## src/rtl/counter_pkg.sv

```systemverilog
// Shared constants and helpers for the sequential counter library.
package counter_pkg;

   localparam logic DIR_UP   = 1'b1;
   localparam logic DIR_DOWN = 1'b0;

   localparam int unsigned MODE_WRAP     = 0;
   localparam int unsigned MODE_SATURATE = 1;

   // Ceiling log2; returns 0 for v <= 1.
   function automatic int unsigned clog2(input int unsigned v);
      int unsigned r;
      r = 0;
      while ((longint'(1) << r) < longint'(v)) r++;
      return r;
   endfunction

endpackage

```

## src/rtl/prescaler_tick.sv

```systemverilog
// Clock-enable prescaler: emits one tick every PRESCALE enabled cycles.
module prescaler_tick
   import counter_pkg::*;
#(
   parameter int unsigned PRESCALE = 1
) (
   input  logic clk,
   input  logic reset,
   input  logic en,
   input  logic clr,
   output logic tick
);

   // With PRESCALE=1 the phase counter never leaves 0, so tick reduces to en.
   localparam int unsigned PW = (PRESCALE > 1) ? clog2(PRESCALE) : 1;
   localparam logic [PW-1:0] LAST = PW'(PRESCALE - 1);

   logic [PW-1:0] cnt_q;
   logic [PW-1:0] cnt_d;

   // Tick on the last phase of an enabled interval.
   always_comb begin
      tick = en && (cnt_q == LAST);
   end

   // Phase advance: clear on load or tick, hold while disabled.
   always_comb begin
      cnt_d = cnt_q;
      if (clr) begin
         cnt_d = '0;
      end else if (tick) begin
         cnt_d = '0;
      end else if (en) begin
         cnt_d = cnt_q + PW'(1);
      end
   end

   // Phase register with synchronous active-low reset.
   always_ff @(posedge clk) begin
      if (!reset) begin
         cnt_q <= '0;
      end else begin
         cnt_q <= cnt_d;
      end
   end

endmodule

```

## src/rtl/updown_mod_counter.sv

```systemverilog
// Parametrised up/down modulo counter with load, prescaler and wrap/saturate.
module updown_mod_counter
   import counter_pkg::*;
#(
   parameter int unsigned WIDTH    = 4,
   parameter int unsigned MODULUS  = 16,
   parameter int unsigned PRESCALE = 1,
   parameter int unsigned SATURATE = 0
) (
   input  logic             clk,
   input  logic             reset,
   input  logic             en,
   input  logic             up,
   input  logic             load,
   input  logic [WIDTH-1:0] load_val,
   output logic [WIDTH-1:0] q,
   output logic             tc,
   output logic             wrap
);

   localparam longint unsigned RANGE = longint'(1) << WIDTH;
   localparam logic [WIDTH-1:0] MAXV = WIDTH'(MODULUS - 1);

   if (MODULUS < 2) begin : g_bad_mod_lo
      $error("updown_mod_counter: MODULUS must be at least 2");
   end
   if (longint'(MODULUS) > RANGE) begin : g_bad_mod_hi
      $error("updown_mod_counter: MODULUS must not exceed 2**WIDTH");
   end
   if (PRESCALE < 1) begin : g_bad_pre
      $error("updown_mod_counter: PRESCALE must be at least 1");
   end

   logic [WIDTH-1:0] q_q;
   logic [WIDTH-1:0] q_d;
   logic             wrap_q;
   logic             wrap_d;
   logic             tick;
   logic             at_max;
   logic             at_min;

   // Step strobe; a load restarts the prescale interval.
   prescaler_tick #(
      .PRESCALE (PRESCALE)
   ) u_prescaler (
      .clk   (clk),
      .reset (reset),
      .en    (en),
      .clr   (load),
      .tick  (tick)
   );

   // Next count: load clamps into range, step wraps or saturates at the ends.
   always_comb begin
      q_d    = q_q;
      wrap_d = 1'b0;
      at_max = (q_q == MAXV);
      at_min = (q_q == '0);
      if (load) begin
         q_d = (load_val > MAXV) ? MAXV : load_val;
      end else if (tick) begin
         if (up == DIR_UP) begin
            if (!at_max) begin
               q_d = q_q + WIDTH'(1);
            end else if (SATURATE != MODE_SATURATE) begin
               q_d    = '0;
               wrap_d = 1'b1;
            end
         end else begin
            if (!at_min) begin
               q_d = q_q - WIDTH'(1);
            end else if (SATURATE != MODE_SATURATE) begin
               q_d    = MAXV;
               wrap_d = 1'b1;
            end
         end
      end
   end

   // Count and wrap-pulse registers with synchronous active-low reset.
   always_ff @(posedge clk) begin
      if (!reset) begin
         q_q    <= '0;
         wrap_q <= 1'b0;
      end else begin
         q_q    <= q_d;
         wrap_q <= wrap_d;
      end
   end

   assign q    = q_q;
   assign wrap = wrap_q;
   assign tc   = (up == DIR_UP) ? (q_q == MAXV) : (q_q == '0);

endmodule

```

## config.mk

```make
export PLATFORM = sky130hd
export DESIGN_NAME = updown_mod_counter
export DESIGN_NICKNAME = d
export VERILOG_FILES = /design/src/rtl/counter_pkg.sv /design/src/rtl/prescaler_tick.sv /design/src/rtl/updown_mod_counter.sv
export SDC_FILE = /design/constraint.sdc
export NUM_CORES = 1
export LEC_CHECK = 0
export ABC_AREA = 1
export CAP_MARGIN = 20
export CORE_AREA = 2 2 39 41
export CTS_CLUSTER_DIAMETER = 30
export CTS_CLUSTER_SIZE = 40
export DETAILED_ROUTE_END_ITERATION = 12
export DIE_AREA = 0 0 41 43
export GPL_ROUTABILITY_DRIVEN = 0
export PLACE_DENSITY_LB_ADDON = 0.2
export REMOVE_ABC_BUFFERS = 1
export SYNTH_ARGS = -nofsm -noshare
export SYNTH_HDL_FRONTEND = slang
export SYNTH_SLANG_ARGS = --single-unit
```

## constraint.sdc

```tcl
create_clock -name clk -period 1.3 [get_ports clk]
set_clock_uncertainty 0.05 [all_clocks]
set_input_delay 0.195 -clock clk [delete_from_list [all_inputs] [get_ports clk]]
set_output_delay 0.195 -clock clk [all_outputs]
set_load 0.02 [all_outputs]
```

==> run_results.csv, run 1 <==
group,metric,value,unit
timing,tightest_slew,205,ps
finish,final_util,0.588,
synthesis,yosysSeqAreaShare,0.254,
setup_path,critPathRequiredTime,1050,ps
floorplanning,die_area,1760,um^2
synthesis,synth_edf_count,0,
pwr,p_leak,0.000403,uW
timing,period_minus_slack,1490,ps
setup_path,worst_ep_arrival_time,1240,ps
status,status,"finished, violations left",
timing,worst_slack,-186,ps
floorplanning,die_x,41,um
grt,grt_pass1_wl,2150,um
placement,place_ws,-619,ps
flow_run,max_cap_viol_count,0,
route,vias,586,
finish,syn2layout_area_growth,72.0,%
min_path,hp-start,"u_prescaler.cnt_q",
pwr,peakVddDrop,0.451,mV
synthesis,syn_area,473,um^2
cts,tritoncts,"built",
cts,cts_sinks,6,
timing,fmaxAchievable,0.673,GHz
cts,insertion_delay,250,ps
floorplanning,coreArea,1380,um^2
synthesis,synth_top_area_cell,"dfxtp_1",
synthesis,async_reset_ff_frac,0,
setup_path,endpoint_kind,"output port",
grt,antenna_found_initial,0,
pwr,total_power,661,uW
floorplanning,start_util,0.342,
floorplanning,fp.dieH,43,um
synthesis,yosysUniqueCellTypes,22,
synthesis,ys_seq_elements,6,
cts,cts_buffers,3,
synthesis,synth_area_leaders,"dfxtp_1 25%, nand2_1 13%, nand3_1 9.5%",
pwr,powerDensity,813,nW/um^2
min_path,hp-class,"register to register",
status,violations,"negative setup slack",
cts,cts-root-buf,"clkbuf_4",
placement,port_buffers,14,
route,postRouteAntennaNets,0,
timing,setup_viol,1,
synthesis,syn_inst,72,
setup_path,slowest_delay,360,ps
grt,grt_use_total,0.178,
route,first_pass_iters,5,
setup_path,path_class,"register to output port",
synthesis,ys.flop_type,"dfxtp_1",
synthesis,synthTopCellsByCount,"16 x nand2_1, 9 x nand3_1, 8 x inv_1",
setup_path,cp-start-kind,"register",
finish,multi_input_area,332,um^2
finish,final_layout_size_suffix_gt1_frac,0.457,
timing,fin_crit_sh,1.14,
finish,fin_nets,118,
route,avgRoutedWirePerCell,11.1,um
grt,globalRouteOverflowTotal,0,
setup_path,cp_cell_sequence,"ha_4, nand2_4, nor2_4, a31oi_2, inv_1, buf_6",
finish,num_antenna_cells,0,
finish,regArea,130,um^2
setup_path,crit_start,"q[0]",
route,wl,1340,um
grt,grt_max_degree,12,
setup_path,timing.rr.start,"q[0]",
timing,finalHoldViolations,0,
cts,clk_path_buf_depth,2,
setup_path,cp_max_fo,3,
route,drtIter0Drc,11,
floorplanning,core.rowCount,14,
synthesis,yosys_warnings,0,
cts,cts-htree-levels,1,
synthesis,yosysMostFrequentCell,"nand2_1",
finish,n_fill_cell,132,
cts,path_clk_slew,50,ps
floorplanning,ios,15,
timing,grt_setup_unrepaired,"yes",
route,drc,0,
timing,slew_violations,0,
timing,relSlewSlack,0.862,
synthesis,synth_top_area_frac,0.254,
grt,grt_pass1_vias,553,
synthesis,syn_avg_cell_area,6.57,um^2
placement,hpwl,1000,um
setup_path,slowest_stage,"dfxtp_4",
route,drt-vias-per-instance,4.84,
[power by group]
group	internal, uW	switching (uW)	total, uW
sequential	198	16.1	214
combinational	137	133	270
clock	105	72.4	177
total	440	221	661
[critical path, delay by kind of cell (launching register included)]
| kind | cells | cell delay [ps] |
|---|---|---|
| AOI/OAI and AO/OA | 1 | 150 |
| DFF | 1 | 360 |
| buffers and inverters | 2 | 210 |
| and+or+nand+nor | 2 | 100 |
| adders and majority gates | 1 | 170 |
[placed cells by master (no fill, tap or decap)]
cell	n
buf_4	18
nand2_1	15
nand3_1	9
inv_1	7
clkdlybuf4s50_1	7
nor2_1	6
inv_2	5
o21ai_0	3
clkbuf_4	3
nor2_2	2
nand2_4	2
a21oi_2	2
ha_4	2
clkbuf_2	2
dfxtp_4	2
dfxtp_2	2
dfxtp_1	2
nor2_4	1
a31oi_2	1
nor3_1	1
nand3_2	1
nand4_1	1
nand2_2	1
nor3_2	1
xor2_1	1
a211oi_1	1
a21oi_1	1
o21a_1	1
dlymetal6s2s_1	1
buf_2	1
clkdlybuf4s15_2	1
buf_6	1
dlygate4sd2_1	1
[path summary, 6_finish.rpt]
kind	end	slack [ps]	cells past startpoint
worst max-delay path	tc	-190	6
worst min register to register	u_prescaler.cnt_q	410	2
worst max register to register	q[2]	30	9
worst min-delay path	u_prescaler.cnt_q	410	2
[what timing repair did]
action,CTS,global route
buffers inserted,2,1
hold buffers,0,0
gates resized for setup,28,9
setup endpoints to repair,8,7
pin swaps,2,2
[final cells by class]
class	count	area share
multi-input cells	52	0.408
well taps	16	0.0246
clock buffers	3	0.0277
flip-flops and latches	6	0.160
inverters	12	0.0554
repair buffers	32	0.325
[routing by layer]
layer  GRT usage  vias up  share of wire
li1            -      297              -
met1       0.229      266           0.43
met5           0        -              0
met4      0.0200        0         0.0045
met3      0.0785        2          0.064
met2       0.275       21           0.50
[sequential cells by signal (all words and copies together) (netlist names)]
signal,flops
q,4
wrap,1
u_prescaler.cnt_q,1
[logic make-up (layout without fill, tap and decap cells)]
| kind of cell | after synthesis | count (layout) | synth area share |
|---|---|---|---|
| compound gates | 9 | 9 | 0.124 |
| simple gates | 40 | 40 | 0.407 |
| buf+inv | 14 | 47 | 0.143 |
| flops | 6 | 6 | 0.254 |
| xor+xnor | 1 | 1 | 0.0185 |
| fa+ha+maj | 2 | 2 | 0.0529 |
[per-stage QoR]
stage | area (um^2) | setup TNS [ps] | cells | hold WS [ps]
3_3_place_gp | 723 | -1200 | 115 | 403
2_1_floorplan | 450 | -324 | 70 | 222
4_1_cts | 792 | -205 | 120 | 417
6_report | 813 | -186 | 121 | 413
5_1_grt | 813 | -295 | 121 | 441
3_5_place_dp | 723 | -1360 | 115 | 410
Note: power is estimated with default switching activity, not from simulation.
==> inputs of run 2 (changes only) <==
==> constraint.sdc (replaced) <==
create_clock -name clk -period 1.3 [get_ports clk]
set_clock_uncertainty 0.05 [all_clocks]
set_input_delay 0.13 -clock clk [delete_from_list [all_inputs] [get_ports clk]]
set_output_delay 0.13 -clock clk [all_outputs]
set_load 0.02 [all_outputs]
==> run 2 against run 1 <==
  * The run still ends with negative setup slack left
  * Critical path depth unchanged
  * Total power decreased by 1.3%
  * Final cell count decreased by 2.5%
  * Largest cell class unchanged
  * Largest power group unchanged
==> run_results.csv, run 2 (synthesis gave the netlist of run 1 again) <==
group,metric,value,unit
status,status,"finished, violations left",
status,violations,"negative setup slack",
pwr,p_switching,215,uW
grt,grt_pass1_wl,1990,um
timing,relSlewSlack,0.868,
route,wl,1240,um
cts,clk_path_buf_depth,2,
timing,period_minus_slack,1400,ps
pwr,p_seq_frac,0.327,
route,drt-vias-per-instance,4.58,
floorplanning,die_x,41,um
setup_path,endpoint_kind,"output port",
finish,n_fill_cell,133,
finish,syn2layout_area_growth,67.7,%
route,first_pass_iters,2,
min_path,hp-start,"u_prescaler.cnt_q",
floorplanning,core.rowCount,14,
setup_path,critPathRequiredTime,1120,ps
cts,cts-htree-levels,1,
pwr,swShare,0.329,
floorplanning,coreArea,1380,um^2
timing,fin_crit_sh,1.08,
floorplanning,ios,15,
setup_path,r2r_slack,-30,ps
setup_path,cp-endpoint,"tc",
grt,antenna_found_initial,0,
finish,fin_nets,115,
setup_path,regToRegEndpoint,"wrap",
floorplanning,die_area,1760,um^2
pwr,p_leak,0.000381,uW
placement,hpwl,934,um
min_path,hp-class,"register to register",
flow_run,max_cap_viol_count,0,
timing,worst_slack,-101,ps
route,vias,540,
route,met3_length,69,um
setup_path,timing.rr.start,"q[1]",
finish,final_util,0.573,
timing,setup_viol,2,
route,top_layer,"met4",
floorplanning,fp.dieH,43,um
timing,grt_setup_unrepaired,"yes",
route,route.met2.wl,614,um
finish,mostFrequentLayoutCell,"buf_4",
finish,final_layout_size_suffix_gt1_frac,0.422,
timing,fmaxAchievable,0.714,GHz
pwr,peakVddDrop,0.583,mV
pwr,combPwrFrac,0.407,
setup_path,rr_worst_depth,8,
finish,final_cell_mix,"15 x buf_4, 14 x nand2_1, 9 x nand3_1",
finish,largest_register_ff_count,4,
route,postRouteAntennaNets,0,
grt,grt_pass1_vias,465,
cts,path_clk_slew,40,ps
cts,cts_hold_buf,0,
cts,cts_sinks,6,
cts,insertion_delay,250,ps
setup_path,crit_start,"q[0]",
floorplanning,start_util,0.342,
finish,num_antenna_cells,0,
cts,cts-root-buf,"clkbuf_4",
setup_path,cp-start-kind,"register",
cts,cts_buffers,3,
grt,globalRouteOverflowTotal,0,
pwr,p_int,438,uW
grt,grt_max_degree,12,
pwr,powerDensity,823,nW/um^2
setup_path,cp_max_fo,3,
timing,slew_violations,0,
grt,grt_use_total,0.168,
placement,port_buffers,14,
setup_path,worst_ep_arrival_time,1220,ps
route,drc,0,
route,avgRoutedWirePerCell,10.5,um
cts,tritoncts,"built",
timing,finalHoldViolations,0,
route,wl_met1,523,um
pwr,clkPwrFrac,0.266,
route,drtIter0Drc,5,
timing,finalSetupTns,-131,ps
timing,tightest_slew,197,ps
setup_path,path_class,"register to output port",
-- run 2: power groups by stage --
stage | Combinational (uW) | Sequential, uW | Clock [uW]
2_1_floorplan | 96.3 | 234 | 0
5_1_grt | 292 | 215 | 190
3_5_place_dp | 247 | 213 | 0
4_1_cts | 244 | 211 | 178
3_3_place_gp | 246 | 212 | 0
6_report | 266 | 213 | 173
-- run 2: stage by stage --
step           cell area, um^2  instances  setup slack [ps]  power [uW]  hold slack, ps
3_5_place_dp               708        113              -494         459             408
3_3_place_gp               708        113              -452         458             403
5_1_grt                    793        118              -138         697             428
4_1_cts                    738        117              -171         632             415
2_1_floorplan              450         70             -78.0         331             157
6_report                   793        118              -101         653             412
-- run 2: worst max-delay path, stage by stage, from the launching register on --
cell	delay [ps]
dfxtp_4	350
ha_4	170
nand2_4	70
nor2_4	40
a31oi_4	160
inv_2	50
buf_6	120
-- run 2: area by class of cell --
cell class                      instances  area, um^2  area share
Sequential cell                         6         126       0.159
Tap cell                               16        20.0      0.0252
Multi-Input combinational cell         52         333       0.420
Timing Repair Buffer                   29         246       0.311
Inverter                               12        45.0      0.0568
Clock buffer                            3        22.5      0.0284
-- run 2: what timing repair did --
item | in CTS | in global routing
cloned | 0 | 0
buffers inserted | 1 | 1
endpoints found under the hold margin | 0 | 0
setup endpoints to repair | 8 | 6
pin swaps | 0 | 1
gates resized for setup | 16 | 14
-- run 2: worst min path at each step --
stage / endpoint / slack (ps) / depth (start not counted)
after global routing: u_prescaler.cnt_q / 430 / 2
after global placement: u_prescaler.cnt_q / 400 / 2
after CTS: u_prescaler.cnt_q / 420 / 2
final: u_prescaler.cnt_q / 410 / 2
after detailed placement: u_prescaler.cnt_q / 410 / 2
after floorplan: u_prescaler.cnt_q / 160 / 1
-- run 2: metal layers --
layer | GRT usage | up-vias
li1 | - | 295
met1 | 0.228 | 230
met2 | 0.234 | 11
met3 | 0.0785 | 4
met4 | 0.0400 | 0
met5 | 0 | -
==> inputs of run 3 (changes only) <==
--- a/config.mk
+++ b/config.mk
@@ -7,11 +7,11 @@
 export LEC_CHECK = 0
 export ABC_AREA = 1
 export CAP_MARGIN = 20
-export CORE_AREA = 2 2 39 41
+export CORE_AREA = 4 4 41 43
 export CTS_CLUSTER_DIAMETER = 30
 export CTS_CLUSTER_SIZE = 40
 export DETAILED_ROUTE_END_ITERATION = 12
-export DIE_AREA = 0 0 41 43
+export DIE_AREA = 0 0 45 47
 export GPL_ROUTABILITY_DRIVEN = 0
 export PLACE_DENSITY_LB_ADDON = 0.2
 export REMOVE_ABC_BUFFERS = 1
==> run 3 against run 2 <==
  * The run still ends with negative setup slack left
  * Cell area increased by 7.7%
  * Combinational power increased by 14%
  * Final cell count increased by 5.1%
  * Routed wire length increased by 26%
  * Worst hold slack improved by 4.0 ps
  * Die area increased by 20%
  * Register-to-register slack improved by 30 ps
  * Fmax decreased by 0.92%
  * Via count increased by 13%
  * Largest cell class unchanged
==> run_results.csv, run 3 (synthesis gave the netlist of run 1 again) <==
group,metric,value,unit
finish,syn2layout_area_growth,80.7,%
floorplanning,coreArea,1300,um^2
finish,final_util,0.657,
timing,relSlewSlack,0.833,
route,drtIter0Drc,30,
setup_path,crit_start,"q[1]",
placement,port_buffers,14,
timing,tightest_slew,248,ps
grt,grt_pass1_wl,2170,um
route,first_pass_iters,4,
setup_path,slowest_stage,"dfxtp_4",
placement,post-place-cells,116,
cts,path_clk_slew,50,ps
pwr,total_power,712,uW
timing,setup_viol,2,
cts,tritoncts,"built",
floorplanning,core.rowCount,13,
timing,grt_setup_unrepaired,"yes",
cts,cts_buffers,3,
route,avgRoutedWirePerCell,12.6,um
finish,fin_area,855,um^2
placement,placed_area,737,um^2
grt,grt_use_total,0.147,
pwr,p_leak,0.000414,uW
route,postRouteAntennaNets,0,
timing,fin_crit_sh,1.09,
floorplanning,die_area,2120,um^2
min_path,hp-start,"u_prescaler.cnt_q",
grt,globalRouteOverflowTotal,0,
timing,finalHoldViolations,0,
setup_path,endpoint_kind,"output port",
finish,fin_nets,122,
timing,worst_slack,-114,ps
route,vias,610,
pwr,peakVddDrop,0.467,mV
floorplanning,start_util,0.363,
pwr,powerDensity,833,nW/um^2
timing,finalSetupTns,-115,ps
finish,final_cell_mix,"22 x buf_4, 14 x nand2_1, 9 x nand3_1",
finish,mostFrequentLayoutCell,"buf_4",
setup_path,critPathRequiredTime,1120,ps
floorplanning,ios,15,
route,drc,0,
setup_path,cp_max_fo,4,
grt,grt_max_degree,9,
finish,num_antenna_cells,0,
cts,cts-root-buf,"clkbuf_4",
setup_path,path_class,"register to output port",
status,status,"finished, violations left",
finish,largest_register_ff_count,4,
setup_path,worst_ep_arrival_time,1230,ps
route,wl,1570,um
grt,antenna_found_initial,0,
setup_path,cp-start-kind,"register",
setup_path,slowest_delay,360,ps
timing,period_minus_slack,1410,ps
finish,final_cells,124,
finish,final_layout_size_suffix_gt1_frac,0.477,
flow_run,max_cap_viol_count,0,
timing,slew_violations,0,
timing,fmaxAchievable,0.707,GHz
placement,hpwl,984,um
status,violations,"negative setup slack",
setup_path,timing.rr.start,"q[1]",
finish,n_fill_cell,115,
cts,clk_path_buf_depth,2,
setup_path,cp_cell_sequence,"inv_1, ha_4, a31oi_4, inv_2, buf_6",
route,drt-vias-per-instance,4.92,
floorplanning,die_x,45,um
grt,grt_pass1_vias,521,
cts,insertion_delay,260,ps
cts,cts_hold_buf,0,
cts,cts-htree-levels,1,
cts,cts_sinks,6,
min_path,hp-class,"register to register",
floorplanning,fp.dieH,47,um
-- run 3: cell types whose count changed in the layout (fill, tap and decap cells not counted) --
cell / change
ha_4: +1
dfxtp_2: -1
clkdlybuf4s15_1: +1
inv_1: -1
ha_2: -1
dlygate4sd2_1: -2
buf_4: +7
buf_2: +1
dfxtp_4: +1
inv_2: +1
-- run 3: metrics by stage --
step	hold slack [ps]	worst slack, ps
finish	416	-114
detailed placement	412	-488
global route	434	-164
global placement	404	-478
floorplan	157	-78.0
CTS	419	-122
-- run 3: routing by layer --
layer	track usage	vias up	routed length, um
met3	0.0345	5	127
met2	0.226	34	748
met1	0.180	266	651
met5	0	-	0
met4	0.105	0	39
li1	-	305	-
-- run 3: timing repair --
action | 4_1_cts | 5_1_grt
buffers inserted | 2 | 3
pin swaps | 3 | 1
resized for setup | 31 | 6
setup endpoints to repair | 8 | 5
-- run 3: final timing paths --
path	to	slack (ps)	cells after the start
worst max-delay path	tc	-110	5
worst min-delay path	u_prescaler.cnt_q	420	2
worst max register to register	q[2]	0	8
worst min register to register	u_prescaler.cnt_q	420	2
-- run 3: layout make-up --
| cell class | instances | area (um^2) | share of cell area |
|---|---|---|---|
| flip-flops and latches | 6 | 129 | 0.151 |
| repair buffers | 36 | 297 | 0.347 |
| well taps | 15 | 18.8 | 0.0220 |
| clock buffers | 3 | 22.5 | 0.0264 |
| inverters | 12 | 45.0 | 0.0527 |
| multi-input cells | 52 | 343 | 0.401 |
-- run 3: power breakdown --
group,leakage (uW),switching (uW),internal (uW),total (uW)
sequential,0.0000509,13.2,197,210
clock,0.0000138,93.8,106,200
combinational,0.000350,147,155,302
total,0.000414,254,458,712
-- run 3: worst max-delay path: cells and delay by family (launching register included) --
family | cells | cell delay (ps)
flops | 1 | 360
buf+inv | 3 | 250
compound gates | 1 | 190
fa+ha+maj | 1 | 180
